==> config.mk <==
export PLATFORM = sky130hd
export DESIGN_NAME = aes_job_driver
export DESIGN_NICKNAME = d
export VERILOG_FILES = /design/src/rtl/aes_pkg.sv /design/src/rtl/aes_result_fifo.sv /design/src/rtl/aes_job_driver.sv
export SDC_FILE = /design/constraint.sdc
export NUM_CORES = 1
export LEC_CHECK = 0
export ABC_CLOCK_PERIOD_IN_PS = 4300
export BUFFER_PORTS_ARGS = -buffer_cell sky130_fd_sc_hd__buf_2
export CORE_AREA = 2 2 307 309
export CTS_CLUSTER_SIZE = 16
export DETAILED_ROUTE_END_ITERATION = 12
export DIE_AREA = 0 0 309 311
export PLACE_DENSITY = 0.69
export SLEW_MARGIN = 10
export SYNTH_ARGS = -nofsm -noshare
export SYNTH_HDL_FRONTEND = slang
export SYNTH_SLANG_ARGS = --single-unit
==> constraint.sdc <==
create_clock -name clk -period 4.3 [get_ports clk]
set_clock_uncertainty 0.1 [all_clocks]
set_input_delay 0.86 -clock clk [delete_from_list [all_inputs] [get_ports clk]]
set_output_delay 0.86 -clock clk [all_outputs]
set_load 0.05 [all_outputs]
==> src/rtl/aes_pkg.sv <==
// Shared definitions for the AES job driver slice.
//   AES_BLK_W          : width of key / data blocks
//   MODE_ENC/MODE_DEC  : job mode encodings
//   state_e            : job sequencer states
//   res_t              : one result FIFO entry {mode, cipher output}
package aes_pkg;
    localparam int AES_BLK_W = 128;

    localparam logic MODE_ENC = 1'b0;
    localparam logic MODE_DEC = 1'b1;

    typedef enum logic [1:0] {
        IDLE  = 2'd0,
        START = 2'd1,
        WAIT  = 2'd2
    } state_e;

    typedef struct packed {
        logic                 mode;
        logic [AES_BLK_W-1:0] data;
    } res_t;
endpackage

==> src/rtl/aes_result_fifo.sv <==
// Synchronous FIFO with an occupancy count; the head entry is read
// straight out of storage, so it is always a registered value.
//   clk, rst_n : clock, asynchronous active-low reset (discards contents)
//   i_push     : write i_data (ignored when full with no pop)
//   i_pop      : drop head (ignored when empty)
//   o_data     : head entry
//   o_count    : number of stored entries, 0..DEPTH
module aes_result_fifo #(
    parameter int W     = 129,
    parameter int DEPTH = 4
) (
    input  logic                     clk,
    input  logic                     rst_n,
    input  logic                     i_push,
    input  logic [W-1:0]             i_data,
    input  logic                     i_pop,
    output logic [W-1:0]             o_data,
    output logic [$clog2(DEPTH):0]   o_count
);
    localparam int AW = $clog2(DEPTH);
    localparam int CW = AW + 1;

    logic [DEPTH-1:0][W-1:0] mem_q, mem_d;
    logic [AW-1:0]           wr_ptr_q, wr_ptr_d, rd_ptr_q, rd_ptr_d;
    logic [CW-1:0]           count_q, count_d;
    logic                    do_push, do_pop;

    always_comb begin
        do_pop   = i_pop & (count_q != '0);
        do_push  = i_push & ((count_q != CW'(DEPTH)) | do_pop);
        mem_d    = mem_q;
        wr_ptr_d = wr_ptr_q;
        rd_ptr_d = rd_ptr_q;
        if (do_push) begin
            mem_d[wr_ptr_q] = i_data;
            wr_ptr_d        = wr_ptr_q + 1'b1;  // DEPTH is a power of 2
        end
        if (do_pop) begin
            rd_ptr_d = rd_ptr_q + 1'b1;
        end
        count_d = count_q + CW'(do_push) - CW'(do_pop);
    end

    always_ff @(posedge clk or negedge rst_n) begin
        if (!rst_n) begin
            mem_q    <= '0;
            wr_ptr_q <= '0;
            rd_ptr_q <= '0;
            count_q  <= '0;
        end else begin
            mem_q    <= mem_d;
            wr_ptr_q <= wr_ptr_d;
            rd_ptr_q <= rd_ptr_d;
            count_q  <= count_d;
        end
    end

    assign o_data  = mem_q[rd_ptr_q];
    assign o_count = count_q;
endmodule

==> src/rtl/aes_job_driver.sv <==
// Host-side initiator for the AESTOP core. Takes jobs on a valid/accept
// interface, issues each with a one-cycle start pulse, waits for a rising
// edge of the core's ready, and queues {mode, result} for the consumer.
//   clk, rst_n                      : clock, asynchronous active-low reset
//   i_valid/o_accept, i_mode/i_key/i_data : job input
//   o_aes_start/mode/key/in         : to AESTOP
//   i_aes_cipher, i_aes_ready       : from AESTOP
//   o_valid/i_ready, o_result/o_result_mode : result output (FIFO head)
//   o_busy    : a job is in flight
//   o_timeout : sticky abandoned-job flag, cleared by i_clr_err
//   o_job_cnt : completed jobs, wrapping
module aes_job_driver
    import aes_pkg::*;
#(
    parameter int RES_DEPTH   = 4,
    parameter int TIMEOUT_CYC = 64,
    parameter int CNT_W       = 16
) (
    input  logic                 clk,
    input  logic                 rst_n,
    input  logic                 i_valid,
    output logic                 o_accept,
    input  logic                 i_mode,
    input  logic [127:0]         i_key,
    input  logic [127:0]         i_data,
    output logic                 o_aes_start,
    output logic                 o_aes_mode,
    output logic [127:0]         o_aes_key,
    output logic [127:0]         o_aes_in,
    input  logic [127:0]         i_aes_cipher,
    input  logic                 i_aes_ready,
    output logic                 o_valid,
    input  logic                 i_ready,
    output logic [127:0]         o_result,
    output logic                 o_result_mode,
    output logic                 o_busy,
    output logic                 o_timeout,
    input  logic                 i_clr_err,
    output logic [CNT_W-1:0]     o_job_cnt
);
    localparam int CW = $clog2(RES_DEPTH) + 1;
    localparam int TW = $clog2(TIMEOUT_CYC + 1);

    state_e               state_q, state_d;
    logic                 mode_q, mode_d;
    logic [AES_BLK_W-1:0] key_q, key_d, data_q, data_d;
    logic                 ready_q, ready_d;
    logic [TW-1:0]        wcnt_q, wcnt_d;
    logic                 timeout_q, timeout_d;
    logic [CNT_W-1:0]     job_cnt_q, job_cnt_d;
    // Low for the first cycle after reset so o_accept also reads 0 in reset.
    logic                 act_q, act_d;

    logic [CW-1:0]        fifo_cnt;
    res_t                 push_ent, head_ent;
    logic                 take, done, tmo;

    assign o_accept = act_q & (state_q == IDLE) & (fifo_cnt < CW'(RES_DEPTH));
    assign take     = i_valid & o_accept;
    // Edge detect: a level ready left over from the previous job is ignored.
    assign done     = (state_q == WAIT) & i_aes_ready & ~ready_q;
    assign tmo      = (state_q == WAIT) & ~done & (wcnt_q == TW'(TIMEOUT_CYC - 1));

    // State register
    always_ff @(posedge clk or negedge rst_n) begin
        if (!rst_n) state_q <= IDLE;
        else        state_q <= state_d;
    end

    // Next state
    always_comb begin
        state_d = state_q;
        case (state_q)
            IDLE:    if (take) state_d = START;
            START:   state_d = WAIT;
            WAIT:    if (done | tmo) state_d = IDLE;
            default: state_d = IDLE;
        endcase
    end

    // FSM outputs
    always_comb begin
        o_aes_start = (state_q == START);
        o_busy      = (state_q != IDLE);
    end

    // Job registers, wait counter, error flag, job counter
    always_comb begin
        mode_d    = mode_q;
        key_d     = key_q;
        data_d    = data_q;
        if (take) begin
            mode_d = i_mode;
            key_d  = i_key;
            data_d = i_data;
        end
        ready_d   = i_aes_ready;
        act_d     = 1'b1;
        wcnt_d    = wcnt_q;
        if (state_q == START)     wcnt_d = '0;
        else if (state_q == WAIT) wcnt_d = wcnt_q + 1'b1;
        timeout_d = tmo | (timeout_q & ~i_clr_err);
        job_cnt_d = job_cnt_q + CNT_W'(done);
    end

    always_ff @(posedge clk or negedge rst_n) begin
        if (!rst_n) begin
            mode_q    <= 1'b0;
            key_q     <= '0;
            data_q    <= '0;
            ready_q   <= 1'b0;
            act_q     <= 1'b0;
            wcnt_q    <= '0;
            timeout_q <= 1'b0;
            job_cnt_q <= '0;
        end else begin
            mode_q    <= mode_d;
            key_q     <= key_d;
            data_q    <= data_d;
            ready_q   <= ready_d;
            act_q     <= act_d;
            wcnt_q    <= wcnt_d;
            timeout_q <= timeout_d;
            job_cnt_q <= job_cnt_d;
        end
    end

    assign push_ent.mode = mode_q;
    assign push_ent.data = i_aes_cipher;

    aes_result_fifo #(
        .W     ($bits(res_t)),
        .DEPTH (RES_DEPTH)
    ) u_fifo (
        .clk     (clk),
        .rst_n   (rst_n),
        .i_push  (done),
        .i_data  (push_ent),
        .i_pop   (o_valid & i_ready),
        .o_data  (head_ent),
        .o_count (fifo_cnt)
    );

    assign o_valid       = (fifo_cnt != '0);
    assign o_result      = head_ent.data;
    assign o_result_mode = head_ent.mode;
    assign o_aes_mode    = mode_q;
    assign o_aes_key     = key_q;
    assign o_aes_in      = data_q;
    assign o_timeout     = timeout_q;
    assign o_job_cnt     = job_cnt_q;
endmodule

# Yosys cells after proc, flatten, opt, wreduce, memory -nomap -nowiden

Index checks and enable logic that the tools add are counted.

Bits in registers: 808
Bits of input ports: 391
Logic and storage cells: 65

Add/sub/neg operators: 6
Magnitude comparators: 4
Equal/unequal tests: 6
Multiplexer cells: 10
Bitwise gates (word level): 17
Reductions and logical operators: 6

Operators by type and width:

| operator                                                              | count |
|---|---|
| 516-bit bitwise mux                                                   | 1 |
| 129-bit binary-select mux with 2-bit select                           | 1 |
| 129-bit demux with 2-bit select                                       | 1 |
| 129-bit two-way mux                                                   | 2 |
| 16-bit by 1-bit adder with 16-bit output                              | 1 |
| 7-bit two-way mux                                                     | 2 |
| 1-bit AND                                                             | 11 |
| 7-bit by 1-bit adder with 7-bit output, second input constant         | 1 |
| 7-bit by 6-bit equality test with 1-bit output, second input constant | 1 |
| 2-bit by 3-bit < comparator with 1-bit output, second input constant  | 2 |
| 2-bit case mux with 3 select lines                                    | 1 |
| 2-bit by 1-bit adder with 2-bit output, second input constant         | 2 |
| 2-bit two-way mux                                                     | 2 |
| 2-bit inequality test, second input constant                          | 2 |
| 2-bit nonzero test                                                    | 2 |
| 3-bit by 1-bit adder with 3-bit output                                | 1 |
| 3-bit < comparator, second input constant                             | 1 |
| 3-bit inequality test, second input constant                          | 1 |
| 1-bit inverter                                                        | 3 |
| 1-bit bitwise OR                                                      | 3 |
| 3-bit nonzero test                                                    | 1 |
| 3-bit by 1-bit subtractor with 3-bit output                           | 1 |
| 2-bit by 1-bit equality test with 1-bit output, second input constant | 1 |
| 2-bit equality test, second input constant                            | 1 |
| 4 further kinds                                                       | 4 |

# Longest topological paths before layout

Gate-level depths: netlist (run 1).

Word-level depth: 9
Depth in mapped cells: 9

# Hierarchy

Synthesis (run 1) repeated with hierarchy kept, for this count alone.

Cell total of the unflattened synthesis: 1943
Area, all modules: 34568.2 sq um

By module, submodules not included:

| module          | times used | cells an instance | area each (sq um) | sequential area each (sq um) |
|---|---|---|---|---|
| aes_result_fifo | 1          | 1283              | 22776.8           | 13087.6 |
| aes_job_driver  | 1          | 660               | 11791.3           | 7131.8 |

# Least setup slack after synthesis (run 1)

Ideal clock, no wire load.

Kind: flip-flop to flip-flop
Start point: register u_fifo.count_q[1] (netlist: u_fifo.o_count[1])
End point: register u_fifo.count_q[2] (netlist: u_fifo.o_count[2])
Setup time: 0.080 ns
Data arrival time: 2.410 ns
Data required time: 4.120 ns
Path slack: 1.711 ns
Stages on the path, launching flop included: 9
Period minus slack after synthesis: 2.589 ns
Cells stage by stage: dfrtp_1 > or3_1 > and2_1 > ha_1 > inv_1 > ha_1 > fa_1 > xnor2_1 > xnor2_1

Longest elaborated chain between the ends: 7
Elaborated cells between the ends (all ways): 8
Those cells by class: add/sub (2); eq/ne (1); bitwise (4); reduce/logical (1)

RTL lines:

| what                                          | line                  | RTL |
|---|---|---|
| from (decl)                                   | aes_result_fifo.sv:25 | `logic [CW-1:0] count_q, count_d;` |
| from (signal assigned)                        | aes_result_fifo.sv:54 | `count_q <= count_d;` |
| 3-bit nonzero test *                          | aes_job_driver.sv:144 | `assign o_valid = (fifo_cnt != '0);` |
| net o_valid                                   | aes_job_driver.sv:32  | `output logic o_valid,` |
| 1-bit AND                                     | aes_job_driver.sv:139 | `.i_pop (o_valid & i_ready),` |
| 1-bit AND *                                   | aes_result_fifo.sv:29 | `do_pop = i_pop & (count_q != '0);` |
| net u_fifo.do_pop                             | aes_result_fifo.sv:26 | `logic do_push, do_pop;` |
| 1-bit bitwise OR                              | aes_result_fifo.sv:30 | `do_push = i_push & ((count_q != CW'(DEPTH)) \| do_pop);` |
| 1-bit AND                                     | aes_result_fifo.sv:30 |  |
| 3-bit by 1-bit adder with 3-bit output        | aes_result_fifo.sv:41 | `count_d = count_q + CW'(do_push) - CW'(do_pop);` |
| 3-bit by 1-bit subtractor with 3-bit output * | aes_result_fifo.sv:41 |  |
| net u_fifo.count_d[2]                         | aes_result_fifo.sv:25 |  |

Mark *: on every way through the listed nets, which the timed path passes. The rest lies on a longest branch.
A chain may end at the register's enable or synchronous reset.

# Worst setup path in the final report (run 1)

Start point: register state_q[0]
End point: register u_fifo.mem_q[246] in the netlist's numbering

Longest elaborated chain between the ends: 4

RTL lines:

| what                   | line                  | RTL |
|---|---|---|
| from (decl)            | aes_job_driver.sv:44  | `state_e state_q, state_d;` |
| from (signal assigned) | aes_job_driver.sv:67  | `else state_q <= state_d;` |
| 2-bit equality test    | aes_job_driver.sv:61  | `assign done = (state_q == WAIT) & i_aes_ready & ~ready_q;` |
| 1-bit AND (2 in a row) | aes_job_driver.sv:61  |  |
| 1-bit AND              | aes_result_fifo.sv:30 |  |
| to (signal assigned)   | aes_result_fifo.sv:51 | `mem_q <= mem_d;` |
| to (decl)              | aes_result_fifo.sv:23 | `logic [DEPTH-1:0][W-1:0] mem_q, mem_d;` |

No other way between the ends.

==> parameters.txt, run 1 <==
Parameter                              Value

Yosys
  Cells after Synth ... 1,943
  Post-Syn Nets ... 2,348
  Sequential element share of the synthesized area ... 57.0%
  Post-synth top area cell ... dfrtp_1
  Ranking of synthesized cells by area ... dfrtp_1 (57%), mux2_4 (17%), mux2_2 (12%), mux4_2 (8.2%), buf_12 (2.5%)
  Async S/R FF share, synth ... 100%
  Distinct cells, synth ... 38
  Warnings from Yosys ... 0
  Dominant register cell in the synthesized netlist ... dfrtp_1
  Top-area cell type share of the netlist area ... 57.0%
  Count of flip-flops with a built-in enable after synthesis ... 0
  Syn avg cell area ... 18.2 um^2
  Area of the mapped netlist ... 35,500 um^2
  Number of storage elements in the synthesis netlist ... 808

Power and ir drop
  Pleak ... 22.4 nW
  Power density of the placed cells ... 927 nW/um^2
  IR Drop Worst-Case VDD ... 0.995 mV
  Overall power of the completed layout ... 40.4 mW

Timing
  Highest clock rate ... 0.280 GHz
  Share of the clock period used by the worst path ... 83.1%
  Total Negative Setup Slacks ... 0 ns
  Transition time at the pin with the least slew margin ... 1.21 ns
  Minimum clock period ... 3.57 ns
  Final hold vios ... 0
  Unrepaired setup endpoints after global routing ... false
  Headroom to the max-slew limit ... 19.3%
  Max-slew violation total from the final report ... 0
  # setup viols final ... 0

Clock tree
  CTS tree ... built
  Post-cts gate resize count ... 0
  Clock transition at the registers of the reported paths ... 0.06 ns
  CTS Hold Buffers Added ... 0
  Root Driver ... clkbuf_16
  H-tree Lvls ... 3
  Clk buf depth ... 3
  Num Clock Sinks ... 808
  Post-CTS repair timing setup buffer count ... 0
  Number of buffers added by the clock tree synthesis step ... 92
  Clock latency of the later-clocked register in the worst-skew pair ... 0.66 ns

Worst setup path
  Arr. time, crit path ... 4.00 ns
  Slowest cell delay on critical path ... 0.91 ns
  Reg2reg end ... u_fifo.mem_q[246]
  R2R setup slack ... 0.73 ns
  Worst-path cell with the longest stage delay ... o41a_1
  Maximum fanout along the worst path ... 98
  Critical Path, Cell by Cell ... inv_1, ha_1, and3b_1, o41a_1, nand2_8, buf_12, mux2_4
  Count of cells along the worst register-to-register path ... 7
  CP startpoint kind ... flop
  Crit Path Category ... flop to flop
  Required time of the worst setup path ... 4.72 ns
  Endpoint class of the critical path ... flop
  Launch instance of the worst register-to-register path ... state_q[0]

Drt
  First-iteration detailed-routing DRC count ... 1,359
  Vias ... 20,800
  Post-DR wirelength/cell ... 27.3 um
  Remaining antenna violation count ... 0
  Final Routed Wirelength ... 112,000 um
  Post-route DRC violation count ... 0
  1st-pass router iterations ... 5
  Via density per instance ... 5.07

Run
  Number of maximum-capacitance violations ... 0

Global route
  First-pass GRT wire length ... 162,000 um
  Layer carrying the most global-route usage ... met2
  Met1 demand-to-capacity share in global routing ... 27.5%
  Met2 global-route usage ... 37.5%
  Pin count of the biggest net entering global routing ... 99
  Overall global routing resource usage ... 23.2%
  Global routing met3 resource utilization ... 7.75%
  Vias in the first global route ... 22,200
  Global-route congestion overflow total ... 0
  Initial antenna violation count ... 51

Place
  Port bufs ... 797
  HPWL after detailed placement ... 84,400 um
  Gp weighted congestion ... 1.03

Floorplan
  Starting density of the core ... 38.2%
  # rows ... 112
  Die outline area ... 96,100 um^2
  Placeable Area ... 92,800 um^2
  Die Y ... 311 um
  Chip Width ... 309 um
  Number of ports placed on the die boundary ... 798

Run status
  Status ... complete, no violations

Layout
  Share of cells above drive strength 1 ... 66.8%
  Syn-to-layout area delta ... 22.8%
  Net count of the finished layout ... 3,177

Hold path
  Worst min path class ... primary input to asynchronous set/reset pin
==> state kept, by name, summed over array words and instances (netlist names), 3 cells and up <==
signal,cells
o_aes_in,128
o_aes_key,128
o_job_cnt,16
wcnt_q,7
u_fifo.o_count,3
u_fifo.mem_q,516
==> cells in the mapped netlist (all sizes together) (2+ instances only) <==
master and count:
mux2 777, mux4 129, nand2 17, o22ai 4, ha 13, nor2 9, nand3 6, dfrtp 808
and3b 2, xnor2 13, buf 103, o21ai 2, clkbuf 13, or3 2, nand4 4, a21oi 3
xor2 8, inv 17
==> kinds of logic (layout without fill, tap and decap cells) <==
family	count (synthesis)	count (layout)	synth area share, %
compound gates	11	11	0.205
xor+xnor	21	21	0.519
fa+ha+maj	14	14	0.515
buf+inv	133	1035	3.79
flops	808	808	57.0
mux	907	907	37.1
other cells	1	10	0.0106
simple gates	48	48	0.784
==> power breakdown <==
part	internal, mW	leakage [nW]	total, mW	switching, mW
Combinational	6.90	10.6	19.4	12.5
Clock	4.66	1.47	7.87	3.21
Sequential	11.0	10.3	13.1	2.04
Total	22.6	22.4	40.4	17.8
==> final cells by class <==
cell class	count	area [um^2]
antenna	9	22.5
clock buffer	142	2690
clock inverter	25	314
fill	8162	49200
inverter	17	63.8
multi-input combinational	1002	13900
sequential	808	20200
tap	1254	1570
timing repair buffer	851	4700
==> worst max-delay path: cells and delay by family, from the launching register on <==
family	cells	cell delay [ns]
multiplexers	1	0.55
adder cells (fa/ha/maj)	1	0.20
buffers and inverters	2	0.38
AND/OR/NAND/NOR	2	0.49
AO/OA/AOI/OAI	1	0.91
flip-flops	1	0.39
==> through the flow <==
stage	std cells	hold WS, ns	util [%]	setup slack [ns]	instance area (um^2)
final	4108	0.0796	46.9	0.726	43500
after detailed placement	3932	0.374	43.7	0.771	40500
after global routing	4104	0.103	46.9	0.620	43500
after global placement	3932	0.360	43.7	0.796	40500
after CTS	4099	0.113	46.9	0.681	43500
after floorplan	1943	0.374	-	1.71	35500
==> worst max-delay path by stage <==
| stage | cells past startpoint | to | start |
|---|---|---|---|
| after global routing | 3 | o_result[56] | u_fifo.rd_ptr_q[0] |
| after CTS | 3 | o_result[56] | u_fifo.rd_ptr_q[0] |
| after detailed placement | 5 | u_fifo.mem_q[140] | i_ready |
| final | 7 | u_fifo.mem_q[246] | state_q[0] |
| after global placement | 6 | u_fifo.mem_q[504] | i_aes_ready |
| after floorplan | 8 | u_fifo.o_count[2] | u_fifo.o_count[1] |
==> cells in the final DEF, fill, tap and decap left out, types with 2 or more instances in the layout <==
cell	n
xor2_1	8
and3b_1	2
mux2_2	375
or3_1	2
mux2_1	2
inv_6	3
ha_1	13
nand2_1	12
o21ai_0	2
clkbuf_1	31
clkbuf_8	18
buf_2	796
buf_12	24
o22ai_1	4
buf_4	30
bufinv_16	6
mux2_4	400
nor2_1	9
clkinv_8	2
clkinvlp_4	2
mux4_2	129
diode_2	9
dfrtp_1	806
a21oi_1	3
nand4_1	4
clkbuf_16	93
nand3_1	6
nand2_8	4
inv_1	17
clkinv_2	12
dfrtp_4	2
xnor2_1	13
==> metal layers <==
layer  vias to the layer above  share of wire, %  wire [um]
li1                       8784                 -          -
met1                     11000                38      42700
met2                       652                48      54100
met3                       268               7.5       8360
met4                        62               6.0       6700
met5                         -              0.37        418
No activity file was read; power rests on OpenSTA's default activity.
==> inputs of run 2 (changes only) <==
ABC_AREA = 1   (was not set)
ABC_CLOCK_PERIOD_IN_PS = 3400   (was 4300)
CORE_AREA = 2 2 312 314   (was 2 2 307 309)
DIE_AREA = 0 0 314 316   (was 0 0 309 311)
PLACE_DENSITY = 0.66   (was 0.69)
clock period = 3.4 ns   (was 4.3 ns; I/O delays follow)
==> parameters.txt, run 2 <==
Parameter                              Value

Yosys
  Top-area cell type share of the netlist area ... 59.6% (was 57.0%)
  Cells after Synth ... 3,841 (was 1,943)
  Post-synth top area cell ... dfrtp_1 (unchanged)
  Area of the mapped netlist ... 33,900 um^2 (was 35,500 um^2)
  Warnings from Yosys ... 0 (unchanged)
  Sequential element share of the synthesized area ... 59.6% (was 57.0%)
  Post-Syn Nets ... 4,246 (was 2,348)
  Most numerous cell in the Yosys netlist ... nand2_1 (was dfrtp_1)
  Distinct cells, synth ... 29 (was 38)
  Number of storage elements in the synthesis netlist ... 808 (unchanged)
  Synth cell count leaders ... nand2_1 (1,079), dfrtp_1 (808), o21ai_0 (684), nor2_1 (284), nand3_1 (271) (was dfrtp_1 (808), mux2_4 (400), mux2_2 (375), mux4_2 (129), buf_12 (44))
  Dominant register cell in the synthesized netlist ... dfrtp_1 (unchanged)
  Ranking of synthesized cells by area ... dfrtp_1 (60%), nand2_1 (12%), o21ai_0 (10%), nand3_1 (4.0%), nor2_1 (3.1%) (was dfrtp_1 (57%), mux2_4 (17%), mux2_2 (12%), mux4_2 (8.2%), buf_12 (2.5%))
  Syn avg cell area ... 8.84 um^2 (was 18.2 um^2)
  Async S/R FF share, synth ... 100% (unchanged)
  Count of flip-flops with a built-in enable after synthesis ... 0 (unchanged)

Layout
  Most common library cell in the layout ignoring fill and taps ... nand2_1 (was dfrtp_1)
  Most frequent cells in the layout ... nand2_1 (1,078), dfrtp_1 (806), buf_2 (785) (was dfrtp_1 (806), buf_2 (796), mux2_4 (400))
  Number of flip-flops in the largest register ... 516 (unchanged)
  Utilization after layout ... 44.0% (was 46.9%)
  Share of cells above drive strength 1 ... 22.7% (was 66.8%)
  Syn-to-layout area delta ... 24.5% (was 22.8%)
  Net count of the finished layout ... 4,952 (was 3,177)
  Number of filler cells placed in the layout ... 9,474 (was 8,162)
  Most flop-heavy register ... u_fifo.mem_q (unchanged)
  Final std cells w/o fill ... 5,904 (was 4,108)

Global route
  Global-route congestion overflow total ... 0 (unchanged)
  Vias in the first global route ... 28,300 (was 22,200)
  Pin count of the biggest net entering global routing ... 115 (was 99)
  Initial antenna violation count ... 39 (was 51)
  Overall global routing resource usage ... 23.1% (was 23.2%)
  First-pass GRT wire length ... 177,000 um (was 162,000 um)

Clock tree
  Root Driver ... clkbuf_16 (unchanged)
  H-tree Lvls ... 3 (unchanged)
  Clock latency of the later-clocked register in the worst-skew pair ... 0.64 ns (was 0.66 ns)
  CTS tree ... built (unchanged)
  Num Clock Sinks ... 808 (unchanged)
  Number of buffers added by the clock tree synthesis step ... 89 (was 92)
  Clock transition at the registers of the reported paths ... 0.06 ns (about the same)
  Clk buf depth ... 3 (unchanged)

Run status
  Status ... complete, no violations (unchanged)

Timing
  Headroom to the max-slew limit ... 45.4% (was 19.3%)
  Share of the clock period used by the worst path ... 97.2%
  Total Negative Setup Slacks ... 0 ns (unchanged)
  Highest clock rate ... 0.303 GHz
  Transition time at the pin with the least slew margin ... 0.820 ns (was 1.21 ns)
  Minimum clock period ... 3.31 ns
  Final setup slack of the worst path ... 0.0947 ns (was 0.726 ns)
  Unrepaired setup endpoints after global routing ... true (was false)
  Max-slew violation total from the final report ... 0 (unchanged)
  Final hold vios ... 0 (unchanged)
  # setup viols final ... 0 (unchanged)

Floorplan
  Number of ports placed on the die boundary ... 798 (unchanged)
  Chip Width ... 314 um (was 309 um)
  Starting density of the core ... 35.4% (was 38.2%)
  Die outline area ... 99,200 um^2 (was 96,100 um^2)
  # rows ... 114 (was 112)
  Placeable Area ... 96,000 um^2 (was 92,800 um^2)
  Die Y ... 316 um (was 311 um)

Run
  Number of maximum-capacitance violations ... 0 (unchanged)

Worst setup path
  Required time of the worst setup path ... 2.62 ns (was 4.72 ns)
  Crit Path Category ... flop to output pin (was flop to flop)
  Arr. time, crit path ... 2.53 ns (was 4.00 ns)
  Maximum fanout along the worst path ... 44 (was 98)
  Endpoint class of the critical path ... output pin (was flop)
  Count of cells along the worst register-to-register path ... 8 (was 7)
  Worst-path cell with the longest stage delay ... dfrtp_4 (was o41a_1)
  Slowest cell delay on critical path ... 0.63 ns (was 0.91 ns)
  Critical Path, Cell by Cell ... inv_4, buf_6, o21ai_0, o22ai_1, buf_2 (was inv_1, ha_1, and3b_1, o41a_1, nand2_8, buf_12, mux2_4)
  CP startpoint kind ... flop (unchanged)

Drt
  Vias ... 29,900 (was 20,800)
  Post-route DRC violation count ... 0 (unchanged)
  Final Routed Wirelength ... 117,000 um (was 112,000 um)
  1st-pass router iterations ... 6 (was 5)
  Via density per instance ... 5.06 (was 5.07)
  First-iteration detailed-routing DRC count ... 2,724 (was 1,359)
  Post-DR wirelength/cell ... 19.9 um (was 27.3 um)
  Remaining antenna violation count ... 0 (unchanged)

Place
  Pre-CTS setup slack ... 0.608 ns (was 0.771 ns)
  HPWL after detailed placement ... 84,200 um (was 84,400 um)
  Gp weighted congestion ... 0.902 (was 1.03)
  Port bufs ... 797 (unchanged)
  Number of placed instances, taps included ... 5,731 (was 3,932)

Hold path
  Hold Crit Depth ... 1
  Worst min path class ... primary input to flop (was primary input to asynchronous set/reset pin)

Power and ir drop
  Pleak ... 21.9 nW (was 22.4 nW)
  Overall power of the completed layout ... 48.3 mW (was 40.4 mW)
  Power density of the placed cells ... 1140 nW/um^2 (was 927 nW/um^2)
  IR Drop Worst-Case VDD ... 0.671 mV (was 0.995 mV)
==> run 2: changes by cell type after synthesis, moves of 140 or more <==
cell and delta:
nor2_1 +275, mux2_2 -375, inv_1 +140, nand3_1 +265
nand2_1 +1066, mux2_4 -400, o21ai_0 +682
==> run 2: routing by layer <==
layer,routed length (um),track usage [%]
met1,49100,30.4
met3,8740,5.94
met4,5040,10.0
met2,54200,36.1
met5,302,0
==> run 2: through the flow <==
step	hold WS [ns]	instance area, um^2
5_1_grt	0.0621	42300
3_5_place_dp	0.353	39200
4_1_cts	0.0341	42200
3_3_place_gp	0.348	39200
2_1_floorplan	0.284	33900
6_report	0.0879	42300
==> run 2: repair_timing <==
action	CTS	global route
hold buffers	1	0
endpoints found under the hold margin	49	0
setup buffers	0	0
setup endpoints to repair	23	21
cloned	0	0
gates resized for setup	7	10
==> run 2: final timing paths <==
| check | slack (ns) | from | to |
|---|---|---|---|
| max | 0.09 | u_fifo.rd_ptr_q[1] | o_result[88] |
| min | 0.09 | i_aes_ready | ready_q |
| max reg2reg | 0.89 | state_q[0] | u_fifo.mem_q[329] |
| min reg2reg | 0.37 | o_aes_key[52] | o_aes_key[52] |
| max in group asynchronous | 1.55 | rst_n | u_fifo.mem_q[221] |
| min in group asynchronous | 0.55 | rst_n | u_fifo.mem_q[414] |
==> run 2: kinds of logic (layout without fill, tap and decap cells) <==
group | Yosys count | after routing | share of synthesized area [%]
AND/OR/NAND/NOR | 1645 | 1645 | 19.5
AO/OA/AOI/OAI | 919 | 919 | 14.0
flip-flops | 808 | 808 | 59.6
buffers and inverters | 441 | 1218 | 6.06
adder cells (fa/ha/maj) | 14 | 14 | 0.538
XOR/XNOR | 13 | 13 | 0.335
other | 1 | 11 | 0.0110
==> run 2: report_power, final <==
part / switching [mW] / internal (mW) / leakage (nW) / total (mW)
clock: 3.98 / 5.74 / 1.45 / 9.72
sequential: 1.99 / 13.1 / 10.5 / 15.1
combinational: 18.0 / 5.42 / 9.90 / 23.4
total: 23.9 / 24.3 / 21.9 / 48.3
==> run 2: cell type report <==
cell class | count | area [um^2] | area share [%]
flip-flops and latches | 808 | 20200 | 47.8
well taps | 1276 | 1600 | 3.78
clock buffers | 138 | 2700 | 6.38
repair buffers | 898 | 5200 | 12.3
diodes | 10 | 25.0 | 0.0592
clock inverters | 24 | 244 | 0.577
multi-input cells | 2592 | 11700 | 27.6
inverters | 158 | 603 | 1.43
==> run 2: worst max-delay path, delay by kind of cell, from the launching register on <==
family,cells,cell delay (ns)
buf+inv,3,0.77
compound gates,2,0.43
flops,1,0.63
